## src/rtl/pwm_pkg.sv

```systemverilog
// Types and defaults shared by the PWM generator and its duty controller.
package pwm_pkg;

    localparam int DUTY_W = 4;
    localparam int DUTY_MAX_DEF = 10;
    localparam int DUTY_DEFAULT_DEF = 5;

    typedef enum logic [1:0] {
        IDLE,
        RAMP,
        DONE
    } ramp_state_t;

    function automatic logic [DUTY_W-1:0] clamp_duty(
        input logic [DUTY_W-1:0] d,
        input logic [DUTY_W-1:0] lim
    );
        return (d > lim) ? lim : d;
    endfunction

endpackage

```

## src/rtl/pwm_duty_ctrl_if.sv

```systemverilog
// Board-side buttons/ramp controls and generator-side duty commands.
interface pwm_duty_ctrl_if;
    import pwm_pkg::*;

    logic              btn_up;
    logic              btn_down;
    logic              ramp_start;
    logic [DUTY_W-1:0] ramp_target;
    logic              inc_duty;
    logic              dec_duty;
    logic              pwm_rst;
    logic [DUTY_W-1:0] duty;
    logic              busy;
    logic              ramp_done;

    modport master (
        output btn_up, btn_down, ramp_start, ramp_target,
        input  inc_duty, dec_duty, pwm_rst, duty, busy, ramp_done
    );

    modport slave (
        input  btn_up, btn_down, ramp_start, ramp_target,
        output inc_duty, dec_duty, pwm_rst, duty, busy, ramp_done
    );

endinterface

```

## src/rtl/pwm_debounce.sv

```systemverilog
// Two-flop synchronizer, stable-sample debouncer and rising-edge strobe.
module pwm_debounce #(
    parameter int DEBOUNCE_CYCLES = 4
) (
    input  logic clk,
    input  logic reset,
    input  logic btn,
    output logic rise
);

    localparam int CW = $clog2(DEBOUNCE_CYCLES + 1);
    localparam logic [CW-1:0] LAST = CW'(DEBOUNCE_CYCLES - 1);

    logic          s1, s2, level;
    logic [CW-1:0] cnt;
    logic          accept;

    // Strobe fires on the same edge the level flips, keeping latency 2+N.
    assign accept = (s2 != level) && (cnt == LAST);
    assign rise   = accept && s2;

    always_ff @(posedge clk) begin
        if (!reset) begin
            s1    <= 1'b0;
            s2    <= 1'b0;
            level <= 1'b0;
            cnt   <= '0;
        end else begin
            s1 <= btn;
            s2 <= s1;
            if (s2 == level) begin
                cnt <= '0;
            end else if (accept) begin
                level <= s2;
                cnt   <= '0;
            end else begin
                cnt <= cnt + CW'(1);
            end
        end
    end

endmodule

```

## src/rtl/pwm_duty_ctrl.sv

```systemverilog
// Duty-command sequencer for the PWM generator; optional soft-start ramp
// compiled in with PWM_DUTY_CTRL_RAMP_EN.
module pwm_duty_ctrl
    import pwm_pkg::*;
#(
    parameter int PERIOD          = 10,
    parameter int DUTY_MAX        = DUTY_MAX_DEF,
    parameter int DUTY_DEFAULT    = DUTY_DEFAULT_DEF,
    parameter int DEBOUNCE_CYCLES = 4,
    parameter int RAMP_PERIODS    = 2
) (
    input logic           clk,
    input logic           reset,
    pwm_duty_ctrl_if.slave bus
);

    localparam int PW = $clog2(PERIOD);
    localparam logic [PW-1:0] PLAST = PW'(PERIOD - 1);
    localparam logic [PW-1:0] PPRE  = PW'(PERIOD - 2);
    localparam logic [DUTY_W-1:0] DMAX = DUTY_W'(DUTY_MAX);
    localparam logic [DUTY_W-1:0] DDEF = DUTY_W'(DUTY_DEFAULT);

    logic [PW-1:0]     pcnt;
    logic              pre_bnd;
    logic              up_rise, dn_rise;
    logic              up_pend, dn_pend, up_pend_n, dn_pend_n;
    logic              man_inc, man_dec, step_inc, step_dec;
    logic              inc_q, dec_q, rst_q, busy_q, done_q;
    logic [DUTY_W-1:0] duty_q, duty_n;

    pwm_debounce #(.DEBOUNCE_CYCLES(DEBOUNCE_CYCLES)) u_db_up (
        .clk   (clk),
        .reset (reset),
        .btn   (bus.btn_up),
        .rise  (up_rise)
    );

    pwm_debounce #(.DEBOUNCE_CYCLES(DEBOUNCE_CYCLES)) u_db_dn (
        .clk   (clk),
        .reset (reset),
        .btn   (bus.btn_down),
        .rise  (dn_rise)
    );

    // Commands are decided one cycle early so the registered pulse
    // lands exactly on the boundary cycle.
    assign pre_bnd = (pcnt == PPRE);

    always_comb begin
        up_pend_n = up_pend | up_rise;
        dn_pend_n = dn_pend | dn_rise;
        man_inc   = 1'b0;
        man_dec   = 1'b0;
        if (pre_bnd) begin
            up_pend_n = up_rise;
            dn_pend_n = dn_rise;
            unique case (1'b1)
                up_pend && !dn_pend: man_inc = (duty_q < DMAX);
                dn_pend && !up_pend: man_dec = (duty_q != '0);
                default: ;
            endcase
        end
    end

    always_comb begin
        unique case (1'b1)
            inc_q:   duty_n = duty_q + DUTY_W'(1);
            dec_q:   duty_n = duty_q - DUTY_W'(1);
            default: duty_n = duty_q;
        endcase
    end

    always_ff @(posedge clk) begin
        if (!reset) begin
            pcnt    <= '0;
            up_pend <= 1'b0;
            dn_pend <= 1'b0;
            inc_q   <= 1'b0;
            dec_q   <= 1'b0;
            duty_q  <= DDEF;
            rst_q   <= 1'b1;
        end else begin
            pcnt    <= (pcnt == PLAST) ? '0 : pcnt + PW'(1);
            up_pend <= up_pend_n;
            dn_pend <= dn_pend_n;
            inc_q   <= man_inc | step_inc;
            dec_q   <= man_dec | step_dec;
            duty_q  <= duty_n;
            rst_q   <= 1'b0;
        end
    end

`ifdef PWM_DUTY_CTRL_RAMP_EN
    localparam int SW = $clog2(RAMP_PERIODS + 1);
    localparam logic [SW-1:0] SLAST = SW'(RAMP_PERIODS - 1);

    ramp_state_t       state, state_n;
    logic [DUTY_W-1:0] tgt, tgt_n, tgt_in;
    logic [SW-1:0]     scnt, scnt_n;
    logic              manual;

    assign tgt_in = clamp_duty(bus.ramp_target, DMAX);
    assign manual = up_pend | dn_pend;

    always_ff @(posedge clk) begin
        if (!reset) begin
            state  <= IDLE;
            tgt    <= '0;
            scnt   <= '0;
            busy_q <= 1'b0;
            done_q <= 1'b0;
        end else begin
            state  <= state_n;
            tgt    <= tgt_n;
            scnt   <= scnt_n;
            busy_q <= (state_n == RAMP);
            done_q <= (state_n == DONE);
        end
    end

    always_comb begin
        state_n  = state;
        tgt_n    = tgt;
        scnt_n   = scnt;
        step_inc = 1'b0;
        step_dec = 1'b0;
        unique case (state)
            IDLE: begin
                if (bus.ramp_start) begin
                    tgt_n   = tgt_in;
                    scnt_n  = '0;
                    state_n = (tgt_in == duty_n) ? DONE : RAMP;
                end
            end
            RAMP: begin
                if (pre_bnd && manual) begin
                    state_n = IDLE;
                end else if (bus.ramp_start) begin
                    tgt_n  = tgt_in;
                    scnt_n = '0;
                end else if (pre_bnd) begin
                    if (scnt != SLAST) begin
                        scnt_n = scnt + SW'(1);
                    end else begin
                        scnt_n = '0;
                        unique case (1'b1)
                            tgt > duty_q: step_inc = 1'b1;
                            tgt < duty_q: step_dec = 1'b1;
                            default:      state_n  = DONE;
                        endcase
                    end
                end else if ((inc_q || dec_q) && duty_n == tgt) begin
                    state_n = DONE;
                end
            end
            DONE:    state_n = IDLE;
            default: state_n = IDLE;
        endcase
    end
`else
    logic unused_ramp;

    assign unused_ramp = ^{bus.ramp_start, bus.ramp_target};
    assign step_inc    = 1'b0;
    assign step_dec    = 1'b0;
    assign busy_q      = 1'b0;
    assign done_q      = 1'b0;
`endif

    assign bus.inc_duty  = inc_q;
    assign bus.dec_duty  = dec_q;
    assign bus.pwm_rst   = rst_q;
    assign bus.duty      = duty_q;
    assign bus.busy      = busy_q;
    assign bus.ramp_done = done_q;

endmodule

```

## src/flat_wrapper.sv

```systemverilog
// flat-port wrapper written by rule: the top's interface ports become plain ports
module pwm_duty_ctrl_flat import pwm_pkg::*;
#(
    parameter int PERIOD          = 10,
    parameter int DUTY_MAX        = DUTY_MAX_DEF,
    parameter int DUTY_DEFAULT    = DUTY_DEFAULT_DEF,
    parameter int DEBOUNCE_CYCLES = 4,
    parameter int RAMP_PERIODS    = 2
)
  (clk, reset, bus_btn_up, bus_btn_down, bus_ramp_start, bus_ramp_target, bus_inc_duty, bus_dec_duty, bus_pwm_rst, bus_duty, bus_busy, bus_ramp_done);
  pwm_duty_ctrl_if bus_i ();
  input logic clk;
  input logic reset;
  input wire logic [$bits(bus_i.btn_up)-1:0] bus_btn_up;
  input wire logic [$bits(bus_i.btn_down)-1:0] bus_btn_down;
  input wire logic [$bits(bus_i.ramp_start)-1:0] bus_ramp_start;
  input wire logic [$bits(bus_i.ramp_target)-1:0] bus_ramp_target;
  output wire logic [$bits(bus_i.inc_duty)-1:0] bus_inc_duty;
  output wire logic [$bits(bus_i.dec_duty)-1:0] bus_dec_duty;
  output wire logic [$bits(bus_i.pwm_rst)-1:0] bus_pwm_rst;
  output wire logic [$bits(bus_i.duty)-1:0] bus_duty;
  output wire logic [$bits(bus_i.busy)-1:0] bus_busy;
  output wire logic [$bits(bus_i.ramp_done)-1:0] bus_ramp_done;
  assign bus_i.btn_up = bus_btn_up;
  assign bus_i.btn_down = bus_btn_down;
  assign bus_i.ramp_start = bus_ramp_start;
  assign bus_i.ramp_target = bus_ramp_target;
  assign bus_inc_duty = bus_i.inc_duty;
  assign bus_dec_duty = bus_i.dec_duty;
  assign bus_pwm_rst = bus_i.pwm_rst;
  assign bus_duty = bus_i.duty;
  assign bus_busy = bus_i.busy;
  assign bus_ramp_done = bus_i.ramp_done;
  pwm_duty_ctrl #(.PERIOD(PERIOD), .DUTY_MAX(DUTY_MAX), .DUTY_DEFAULT(DUTY_DEFAULT), .DEBOUNCE_CYCLES(DEBOUNCE_CYCLES), .RAMP_PERIODS(RAMP_PERIODS)) u_core (.clk(clk), .reset(reset), .bus(bus_i));
endmodule
```

## config.mk

```make
export PLATFORM = sky130hd
export DESIGN_NAME = pwm_duty_ctrl_flat
export DESIGN_NICKNAME = d
export VERILOG_FILES = /design/src/rtl/pwm_pkg.sv /design/src/rtl/pwm_duty_ctrl_if.sv /design/src/rtl/pwm_debounce.sv /design/src/rtl/pwm_duty_ctrl.sv /design/src/flat_wrapper.sv
export SDC_FILE = /design/constraint.sdc
export NUM_CORES = 1
export LEC_CHECK = 0
export ABC_AREA = 1
export BUFFER_PORTS_ARGS = -buffer_cell sky130_fd_sc_hd__buf_2
export CAP_MARGIN = 40
export CELL_PAD_IN_SITES_DETAIL_PLACEMENT = 2
export CELL_PAD_IN_SITES_GLOBAL_PLACEMENT = 2
export CORE_MARGIN = 2
export CORE_UTILIZATION = 34
export CTS_CLUSTER_DIAMETER = 80
export DETAILED_ROUTE_END_ITERATION = 7
export PLACE_DENSITY_LB_ADDON = 0.05
export REMOVE_ABC_BUFFERS = 1
export SETUP_SLACK_MARGIN = 0.02
export SKIP_CTS_REPAIR_TIMING = 1
export SKIP_LAST_GASP = 1
export SLEW_MARGIN = 20
export SYNTH_ARGS = -nofsm -noshare
export SYNTH_HDL_FRONTEND = slang
export SYNTH_SLANG_ARGS = --single-unit
export TNS_END_PERCENT = 20
```

## constraint.sdc

```tcl
create_clock -name clk -period 3.1 [get_ports clk]
set_clock_uncertainty 0.15 [all_clocks]
set_input_delay 0.155 -clock clk [delete_from_list [all_inputs] [get_ports clk]]
set_output_delay 0.155 -clock clk [all_outputs]
set_load 0.05 [all_outputs]
```

Word-level counts from Yosys, hierarchy flattened
Index checks and enable logic that the tools add are counted.
{ "totals": {"regBits": 25, "output_inout_bits": 9, "elab_cells": 55} }
{ "classes": {"addsub": 5, "order_cmp": 1, "eq_ne": 8, "n_mux": 4, "n_bitwise": 5, "reduce_logical": 17} }
{ "ops": {"columns": ["op", "n"], "rows": [
  ["adder 4 x 1 -> 4 bit (second input constant)", 2],
  ["equality test 4 bit (second input constant)", 2],
  ["case mux 4 bit (2 select lines)", 1],
  ["adder 3 x 1 -> 3 bit (second input constant)", 2],
  ["equality test 3 x 2 -> 1 bit (second input constant)", 2],
  ["logical AND 1 bit", 6],
  ["AND reduction 3 bit", 2],
  ["OR reduction 3 bit", 2],
  ["< comparator 4 bit (second input constant)", 1],
  ["AND reduction 2 bit", 2],
  ["nonzero test 4 bit", 1],
  ["subtractor 4 x 1 -> 4 bit (second input constant)", 1],
  ["two-way mux 1 bit", 3],
  ["NOT 1 bit", 3],
  ["equality test 1 bit", 2],
  ["zero test 1 bit", 2],
  ["!= test 1 bit", 2],
  ["OR 1 bit", 2],
  ["nonzero test 2 bit", 1],
  ["OR reduction 2 bit", 1]
]} }

Depth between registers and ports, before layout
{ "logic_depth": {"ltp_word": 5, "ltp_mapped": 8} }

By module
From an unflattened synthesis, not the netlist that was laid out.
{ "hier_totals": {"cells_unflattened": 137, "hier_area_um2": 1103.6} }
{ "by_module_without_submodules": {"columns": ["mod", "n_inst", "cells_each", "area_each_um2"], "rows": [
  ["pwm_duty_ctrl", 1, 79, 635.6],
  ["pwm_debounce", 2, 29, 234.0]
]} }

Worst setup path before layout
Ideal clock, no wire load.
{ "synth_timing": {"kind": "flip-flop to flip-flop", "start": "register u_core.dec_q (netlist: u_core.bus.dec_duty)", "end": "register u_core.duty_q[3] (netlist: u_core.bus.duty[3])", "setup_ps": 109, "t_arrival_ps": 1542, "required_time_ps": 2841, "setup_slack_ps": 1299, "stages_incl_launch_ff": 7, "period_less_slack_ps": 1801, "cell_sequence": "dfxtp_1 -> ha_1 -> or2_1 -> nand3_1 -> nand3_1 -> nand2_1 -> inv_1"} }
{ "synth_between": {"elab_chain_len": 1} }
{ "synth_rtl": {"columns": ["item", "line_no", "source"], "rows": [
  ["from (decl)", "pwm_duty_ctrl.sv:28", "logic inc_q, dec_q, rst_q, busy_q, done_q;"],
  ["from (signal assigned)", "pwm_duty_ctrl.sv:87", "dec_q <= man_dec | step_dec;"],
  ["case mux 4 bit (2 select lines) / nonzero test 2 bit (equally long branches)", null, null],
  ["to (signal assigned)", "pwm_duty_ctrl.sv:88", "duty_q <= duty_n;"],
  ["to (decl)", "pwm_duty_ctrl.sv:29", "logic [DUTY_W-1:0] duty_q, duty_n;"]
]} }
Several ways; a longest one is shown, not always the timed one.
A chain may end at the register's enable or synchronous reset.

Worst setup path in the final report
Same ends and word-level chain as after synthesis.

==> results.json <==
{
  "outcome": "finished clean",
  "via_count": 813,
  "r2r_end": "u_core.bus.duty[3]",
  "drtAntennaViolNets": 0,
  "min_path_type": "input port to flop",
  "dr_wl_met2_um": 1096,
  "wl_met1_um": 900,
  "place_hpwl_um": 1647,
  "ioPinCount": 18,
  "setup_viol": 0,
  "min_from": "reset",
  "track_usage_pct": 13.63,
  "htree_levels": 1,
  "ir_drop_mv": 0.1610,
  "synth_cell_type_count": 25,
  "gr-total-overflow": 0,
  "fp-row-count": 20,
  "io_buffers": 10,
  "clk_pin_slew_ns": 0.13,
  "whs_endpoint": "u_core.u_db_up.s2",
  "power.leakage_nw": 0.5612,
  "avgSynthCellArea_um2": 8.518,
  "r2r_cells": 6,
  "clock-root-buffer": "clkbuf_4",
  "finalCriticalPeriod_ns": 1.586,
  "hold_violations": 0,
  "hold_ws_ns": 0.03176,
  "worstPathMaxFanout": 6,
  "die_h_um": 59.96,
  "cts_buffers": 3,
  "path_class": "flop to flop",
  "dr.pass1.iters": 3,
  "nNetsFinal": 159,
  "min_path_cells": 3,
  "cts_tree": "built",
  "synth.ff_latch_count": 25,
  "rsz0062_at_grt": "no",
  "wirelength_um": 2070,
  "tns_ns": 0,
  "slew_viol_final": 0,
  "routabilityCongestion": 0.6904,
  "top_layer_used": "met4",
  "antenna_found_initial": 0,
  "final_cell_mix": "25 x dfxtp_1, 19 x inv_1, 14 x nand2_1, 12 x nor2_1, 10 x buf_2",
  "grt_max_degree": 15,
  "core_um2": 3028,
  "wl_met3_um": 53,
  "routedWlPerCell_um": 11.31,
  "finalPower_mw": 0.5033,
  "r2r_start": "u_core.bus.dec_duty",
  "die_x_um": 59.96,
  "powerDensity_nw_per_um2": 419.8,
  "yosys_warnings": 0,
  "setup_ws_ns": 1.514,
  "syn_inst": 125,
  "cts_buffer_depth": 2,
  "cp.required_ns": 3.17,
  "diodes": 0,
  "die_area_um2": 3595,
  "synth_area_um2": 1065,
  "fin_crit_sh_pct": 51.17,
  "vias_per_cell": 4.443,
  "final_common_cell": "dfxtp_1",
  "cp-end-kind": "flop",
  "drive_above_1_share_pct": 15.83,
  "yosysSeqAreaShare_pct": 47.00,
  "cts_num_sinks": 25,
  "syn_to_final_growth_pct": 12.57,
  "drtIter0Drc": 26,
  "grt_pass1_wl_um": 3684,
  "start_kind": "flop",
  "clk_latency_ns": 0.30,
  "initial_core_util_pct": 35.17,
  "cap_violations": 0,
  "dp_slack_ns": 1.510,
  "ff2ff_setup_slack_ns": 1.51,
  "drcViolationCount": 0,
  "fmax_mhz": 630.4,
  "grt_pass1_vias": 867,
  "critPathArrivalTime_ns": 1.66
}
per-layer routing:
layer  up-vias  track usage, %
met2        10           24.69
met4         0           4.762
met5         -               0
li1        412               -
met3         2           2.597
met1       389           15.80
power breakdown:
| group | internal [mW] | total [mW] | switching [mW] | leakage (nW) |
|---|---|---|---|---|
| Combinational | 0.00978 | 0.0301 | 0.0203 | 0.340 |
| Clock | 0.0481 | 0.139 | 0.0914 | 0.0177 |
| Sequential | 0.329 | 0.334 | 0.00512 | 0.203 |
| Total | 0.386 | 0.503 | 0.117 | 0.561 |
sequential cells by signal, indices dropped and copies added, names as in the netlist, 3 cells and up:
name and count:
u_core.bus.duty 4, u_core.u_db_up.cnt 3, u_core.pcnt 4, u_core.u_db_dn.cnt 3
synthesized netlist by cell type:
library cell / instances / area (um^2)
nand3_1: 7 / 35.03
or2_1: 1 / 6.260
or2_0: 1 / 6.260
ha_1: 9 / 112.6
nand2_1: 14 / 52.55
fa_1: 1 / 20.02
nand3b_1: 1 / 7.510
nand2_2: 2 / 12.51
a21boi_2: 1 / 11.26
o22ai_1: 1 / 6.260
buf_4: 3 / 22.52
dfxtp_1: 25 / 500.5
a21oi_1: 7 / 35.03
conb_1: 1 / 3.750
o21ai_1: 5 / 25.02
inv_1: 19 / 71.32
clkinv_1: 1 / 3.750
nor2_1: 12 / 45.04
nor2_4: 1 / 11.26
nor3_1: 2 / 10.01
nand4_1: 1 / 6.260
inv_2: 4 / 15.01
xnor2_1: 1 / 8.760
xor2_1: 3 / 26.28
o21ai_0: 2 / 10.01
kinds of logic (layout without fill, tap and decap cells):
logic type,after synthesis,in the layout,synth area share [%]
xor gates and xnor gates,4,4,3.291
buffers and inverters,27,40,10.58
DFF,25,25,47.00
other,1,2,0.3522
AOI/OAI and AO/OA,16,16,8.225
adders and majority gates,10,10,12.46
and+or+nand+nor,42,42,18.10
final cells by class:
type                            count  area [um^2]
Fill cell                         357         1829
Clock buffer                        3        22.52
Multi-Input combinational cell     74        455.4
Sequential cell                    25        500.5
Inverter                           24        90.09
Timing Repair Buffer               12        70.07
Clock inverter                      1        5.005
Tap cell                           44        55.05
through the flow:
step	util (%)	cell area [um^2]	instances
3_3_place_gp	38.02	1151	177
4_1_cts	38.93	1179	181
2_1_floorplan	-	1046	123
6_report	39.59	1199	183
5_1_grt	39.59	1199	183
3_5_place_dp	38.02	1151	177
how the worst max path moves through the flow:
stage	from	end	cells after the start
floorplan	u_core.bus.dec_duty	u_core.bus.duty[3]	6
global placement	u_core.bus.dec_duty	u_core.bus.duty[3]	6
detailed placement	u_core.bus.dec_duty	u_core.bus.duty[3]	6
CTS	u_core.bus.dec_duty	u_core.bus.duty[3]	6
global route	u_core.bus.dec_duty	u_core.bus.duty[3]	7
finish	u_core.bus.dec_duty	u_core.bus.duty[3]	6
critical path, cell delays in order (launching register included):
cell	delay (ns)
dfxtp_1	0.53
ha_1	0.33
or2_1	0.24
nand3_1	0.09
nand3_1	0.07
nand2_1	0.06
inv_1	0.04
No activity file was read; power rests on OpenSTA's default activity.
